## src/rtl/wb_sram8_bridge.sv

```systemverilog
// Wishbone (16-bit, byte-select) slave to 8-bit asynchronous SRAM bridge.
// Each selected byte runs SETUP -> STROBE(WAIT_CYCLES+1) -> HOLD, low byte first.
module wb_sram8_bridge #(
    parameter int unsigned WAIT_CYCLES = 1,
    parameter int unsigned MEM_WORDS   = 24'h100000
) (
    input  logic        i_clk,
    input  logic        i_rst,
    input  logic        wb_cyc,
    input  logic        wb_stb,
    input  logic        wb_we,
    input  logic [23:0] wb_adr,
    input  logic [1:0]  wb_sel,
    input  logic [15:0] wb_i_dat,
    output logic [15:0] wb_o_dat,
    output logic        wb_ack,
    output logic        wb_err,
    output logic        wb_rty,
    output logic [24:0] sram_addr,
    output logic [7:0]  sram_dq_o,
    input  logic [7:0]  sram_dq_i,
    output logic        sram_dq_oe,
    output logic        sram_ce_n,
    output logic        sram_oe_n,
    output logic        sram_we_n
);

    typedef enum logic [2:0] {IDLE, SETUP, STROBE, HOLD, RESP} state_t;

    state_t      r_state;
    logic [23:0] r_adr;
    logic        r_we;
    logic        r_sel_hi;   // high byte requested
    logic [7:0]  r_dat_hi;   // high write byte, driven on the second access
    logic        r_hi;       // current access targets the high byte
    logic [3:0]  r_cnt;
    logic        r_abort;    // wb_cyc dropped during this access

    logic w_req, w_oob, w_last, w_more, w_abort;

    assign w_req   = wb_cyc & wb_stb;
    assign w_oob   = {8'd0, wb_adr} >= MEM_WORDS;
    assign w_last  = (r_cnt == 4'(WAIT_CYCLES));
    assign w_more  = !r_hi && r_sel_hi;
    assign w_abort = r_abort | ~wb_cyc;
    assign wb_rty  = 1'b0;

    // Single FSM; every output is registered and changes with the state.
    always_ff @(posedge i_clk or negedge i_rst) begin
        if (!i_rst) begin
            r_state    <= IDLE;
            r_adr      <= '0;
            r_we       <= 1'b0;
            r_sel_hi   <= 1'b0;
            r_dat_hi   <= '0;
            r_hi       <= 1'b0;
            r_cnt      <= '0;
            r_abort    <= 1'b0;
            wb_o_dat   <= '0;
            wb_ack     <= 1'b0;
            wb_err     <= 1'b0;
            sram_addr  <= '0;
            sram_dq_o  <= '0;
            sram_dq_oe <= 1'b0;
            sram_ce_n  <= 1'b1;
            sram_oe_n  <= 1'b1;
            sram_we_n  <= 1'b1;
        end else begin
            case (r_state)
                IDLE: begin
                    wb_ack <= 1'b0;
                    wb_err <= 1'b0;
                    if (w_req) begin
                        r_adr    <= wb_adr;
                        r_we     <= wb_we;
                        r_sel_hi <= wb_sel[1];
                        r_dat_hi <= wb_i_dat[15:8];
                        r_abort  <= 1'b0;
                        // Unselected bytes of a read must come back as zero.
                        if (!wb_we) wb_o_dat <= '0;
                        if (w_oob) begin
                            r_state <= RESP;
                            wb_err  <= 1'b1;
                        end else if (wb_sel == 2'b00) begin
                            r_state <= RESP;
                            wb_ack  <= 1'b1;
                        end else begin
                            r_state    <= SETUP;
                            r_hi       <= ~wb_sel[0];
                            sram_addr  <= {wb_adr, ~wb_sel[0]};
                            sram_dq_o  <= wb_sel[0] ? wb_i_dat[7:0] : wb_i_dat[15:8];
                            sram_dq_oe <= wb_we;
                            sram_ce_n  <= 1'b0;
                        end
                    end
                end
                SETUP: begin
                    r_state   <= STROBE;
                    r_cnt     <= '0;
                    r_abort   <= w_abort;
                    sram_oe_n <= r_we;
                    sram_we_n <= ~r_we;
                end
                STROBE: begin
                    r_abort <= w_abort;
                    if (w_last) begin
                        r_state   <= HOLD;
                        sram_oe_n <= 1'b1;
                        sram_we_n <= 1'b1;
                        if (!r_we) begin
                            if (r_hi) wb_o_dat[15:8] <= sram_dq_i;
                            else      wb_o_dat[7:0]  <= sram_dq_i;
                        end
                    end else begin
                        r_cnt <= r_cnt + 4'd1;
                    end
                end
                HOLD: begin
                    if (!w_abort && w_more) begin
                        r_state   <= SETUP;
                        r_hi      <= 1'b1;
                        sram_addr <= {r_adr, 1'b1};
                        sram_dq_o <= r_dat_hi;
                    end else begin
                        // Abandoned bus cycle returns straight to IDLE without a response.
                        r_state    <= w_abort ? IDLE : RESP;
                        wb_ack     <= ~w_abort;
                        sram_ce_n  <= 1'b1;
                        sram_dq_oe <= 1'b0;
                    end
                end
                RESP: begin
                    r_state <= IDLE;
                    wb_ack  <= 1'b0;
                    wb_err  <= 1'b0;
                end
                default: r_state <= IDLE;
            endcase
        end
    end

endmodule
```

## config.mk

```make
export PLATFORM = sky130hd
export DESIGN_NAME = wb_sram8_bridge
export DESIGN_NICKNAME = d
export VERILOG_FILES = /design/src/rtl/wb_sram8_bridge.sv
export SDC_FILE = /design/constraint.sdc
export NUM_CORES = 1
export LEC_CHECK = 0
export BUFFER_PORTS_ARGS = -buffer_cell sky130_fd_sc_hd__buf_2
export CAP_MARGIN = 20
export CORE_MARGIN = 2
export CORE_UTILIZATION = 58
export DETAILED_ROUTE_END_ITERATION = 10
export GPL_ROUTABILITY_DRIVEN = 0
export HOLD_SLACK_MARGIN = 0.02
export PLACE_DENSITY = 0.86
export SYNTH_ARGS = -nofsm -noshare
export SYNTH_HDL_FRONTEND = slang
export SYNTH_SLANG_ARGS = --single-unit
```

## constraint.sdc

```tcl
create_clock -name i_clk -period 4.55 [get_ports i_clk]
set_input_delay 0.455 -clock i_clk [delete_from_list [all_inputs] [get_ports i_clk]]
set_output_delay 0.455 -clock i_clk [all_outputs]
set_load 0.02 [all_outputs]
```

==> flow_metrics.py <==
metrics = {
    "timing": {
        "fin_crit_sh_pct": 67.3,
        "setup_repair_after_global_routing_missed_its_margin": "false",
        "final-max-slew-violation-count": 0,
        "tns_ns": 0,
        "min_period_ns": 3.06,
        "hold_viol_final": 0,
        "relSlewSlack_pct": 35.8,
        "fmax_mhz": 327,
        "finClkSkew_ns": 0.00582,
        "post-route-worst-setup-slack_ns": 1.49,
        "finalSetupViolCount": 0,
        "worstMarginPinSlew_ns": 0.961,
    },
    "yosys": {
        "synth_area_mm2": 0.00459,
        "ys_seq_elements": 97,
        "post_synth_main_area_contributors": "dfrtp_1, nand2_1, mux2_2",
        "netlist.area_leader.share_pct": 51.2,
        "synth_cell_types": 47,
        "mean_instance_size_in_the_synthesized_netlist_um2": 9.56,
        "most_common_library_cells_after_synthesis": "nand2_1, dfrtp_1, mux2_2",
        "synth_fa_ha_area_share_pct": 0.545,
        "synth.net_count": 537,
        "ys_dominant_reg_cell": "dfrtp_1",
        "seq_total_area_yosys_pct": 53.0,
        "main_combinational_cell_family_by_area_after_synthesis": "simple AND/OR/NAND/NOR gates",
        "warnings_synthesis": 0,
        "synth_area_in_xor_xnor_pct": 0.191,
        "post-synth-top-count-cell": "nand2_1",
        "synth-async-reset-ratio_pct": 100,
        "synth.largest_area_cell": "dfrtp_1",
        "yosys.area_share.simple_pct": 21.1,
        "post_synth_mux_area_share_pct": 13.8,
        "syn_inst": 480,
        "synth_compound_area_share_pct": 7.17,
        "synth_edf_count": 0,
    },
    "worst_hold_path": {
        "timing.hold.worst.class": "in -> async",
    },
    "route": {
        "wl_per_cell_um": 14.8,
        "drtPass1Iterations": 5,
        "detailedRoute.firstIterationViolations": 237,
        "wl_mm": 10.2,
        "ant_nets": 0,
        "post_drt_via_cell_ratio": 5.46,
        "detailed_route_via_count": 3742,
        "drt_drc_violations_left": 0,
    },
    "floorplanning": {
        "fp-row-count": 32,
        "fp.dieArea_mm2": 0.00864,
        "die_y_um": 93.0,
        "top_level_ports": 111,
        "floorplan.initialDensity_pct": 59.7,
        "coreArea_mm2": 0.00769,
        "fp.dieW_um": 93.0,
    },
    "critical_path": {
        "critical-path-top-cell-by-count": "buf_4",
        "timing.critical_path.fanout_max": 44,
        "timing_worst_setup_path_type": "reg -> reg",
        "setup.worst_path.end_class": "flip-flop",
        "timing.critical_path.slowest_cell_delay_ns": 0.82,
        "timing.critical_path.arrival_ns": 3.34,
        "cp_startpoint_kind": "flip-flop",
        "critical_path.n_buffers_inverters": 2,
        "critical-path-slowest-cell": "a21oi_4",
        "required_ns": 4.83,
        "timing.critical_path.cells": "and3b_1 -> buf_4 -> nand2_1 -> a21oi_4 -> buf_4 -> mux2i_1",
        "cpLargestDelayFamily": "compound AO/OA/AOI/OAI gates",
    },
    "global_routing": {
        "grt_pass1_vias": 3608,
        "grt_residual_overflow": 0,
        "largest_net_degree_at_the_start_of_global_routing": 53,
        "initial_antenna_violation_count": 0,
        "global_route_wire_length_before_repair_mm": 16.8,
        "gr_usage_total_pct": 24.8,
    },
    "finish": {
        "drive_above_1_share_pct": 31.4,
        "total_inserted_antenna_cells": 0,
        "cell_area_after_layout_mm2": 0.00535,
        "area.growth.synth_to_final_pct": 16.5,
        "fin_nets": 635,
        "final_core_utilization_pct": 69.6,
    },
    "place": {
        "detailed_place_hpwl_mm": 7.00,
        "detailedPlace.worstSlack_ns": 1.51,
        "buffer_ports.inserted": 109,
        "placedInstanceArea_mm2": 0.00516,
    },
    "clocking": {
        "clk_root_buffer_cell": "clkbuf_8",
        "cts_num_sinks": 97,
        "clkLatencyLatePin_ns": 0.36,
        "numCtsBuffers": 9,
        "clock_path_buffers": 2,
        "cts.clk_slew.worst_paths_ns": 0.09,
        "cts.htree.levels": 3,
        "clock_tree_from_tritoncts": "done",
        "cts_resized": 0,
        "postCtsSetupRepairBufs": 0,
        "hold_buffers": 0,
    },
    "run_status": {
        "run_status": "finished clean",
    },
    "pwr": {
        "pwr_dens_mw_per_mm2": 609,
        "power.static_leakage_nw": 2.83,
        "power.ir.vdd_worst_v": 0.000343,
    },
    "job": {
        "max_capacitance_violation_total": 0,
    },
}
-- logic make-up after synthesis --
family          count (synthesis)
buf+inv                        41
flops                          97
mux                            58
compound gates                 50
simple gates                  230
xor+xnor                        1
fa+ha+maj                       2
other cells                     1
-- power breakdown --
part,internal [mW],total (mW),switching (mW)
combinational,0.499,1.25,0.748
clock,0.212,0.501,0.289
sequential,1.26,1.51,0.253
total,1.97,3.26,1.29
-- final cells by class --
type	instances	area (um2)
Sequential cell	97	2430
Inverter	12	45.0
Timing Repair Buffer	116	608
Multi-Input combinational cell	342	1970
Clock inverter	5	31.3
Clock buffer	11	141
Fill cell	606	2340
Tap cell	102	128
-- sequential cells by signal, indices dropped and copies added (netlist names) --
| signal | count |
|---|---|
| r_adr | 24 |
| sram_addr | 24 |
| wb_o_dat | 16 |
| r_dat_hi | 8 |
| sram_dq_o | 8 |
| r_cnt | 4 |
| r_state | 3 |
| r_abort | 1 |
| r_hi | 1 |
| r_sel_hi | 1 |
| r_we | 1 |
| sram_ce_n | 1 |
| sram_dq_oe | 1 |
| sram_oe_n | 1 |
| sram_we_n | 1 |
| wb_ack | 1 |
| wb_err | 1 |
-- layout by cell type, fill, tap and decap left out, types with 4 or more instances in the layout --
master and n:
mux2_2 41, nor2_1 17, buf_4 7, a21oi_1 18, o21ai_0 13, dfrtp_1 94
nand4_1 4, mux2i_1 17, nand3_1 4, buf_2 108, and3_1 9, clkbuf_8 10
inv_1 12, nand2_1 180
-- per-layer routing --
metal  vias to the layer above  global-route usage, %  part of all wire (%)
met5                         -                      0                     0
met4                         0                   8.70                   1.9
li1                       1775                      -                     -
met2                       150                   40.5                    49
met3                        17                   6.10                   6.7
met1                      1800                   32.5                    42
-- per-stage QoR --
| step | cells | hold slack (ns) | total power [mW] |
|---|---|---|---|
| finish | 685 | 0.0853 | 3.26 |
| global route | 685 | 0.118 | 3.47 |
| CTS | 684 | 0.0974 | 3.28 |
| detailed placement | 668 | 0.464 | 2.77 |
| global placement | 668 | 0.457 | 2.70 |
| floorplan | 480 | 0.159 | 2.34 |
-- path summary, 6_finish.rpt --
path                                   from           end  slack [ns]  cells after the start
min in group i_clk                wb_adr[1]      r_adr[1]        0.30                      3
worst max-delay path             r_state[0]  sram_dq_o[6]        1.49                      6
worst min register to register  r_dat_hi[2]   r_dat_hi[2]        0.48                      2
worst min-delay path                  i_rst  sram_dq_o[1]        0.09                      1
worst max register to register   r_state[0]  sram_dq_o[6]        1.49                      6
max in group asynchronous             i_rst     r_adr[20]        3.40                      2
Power figures use the tool's default switching activity.
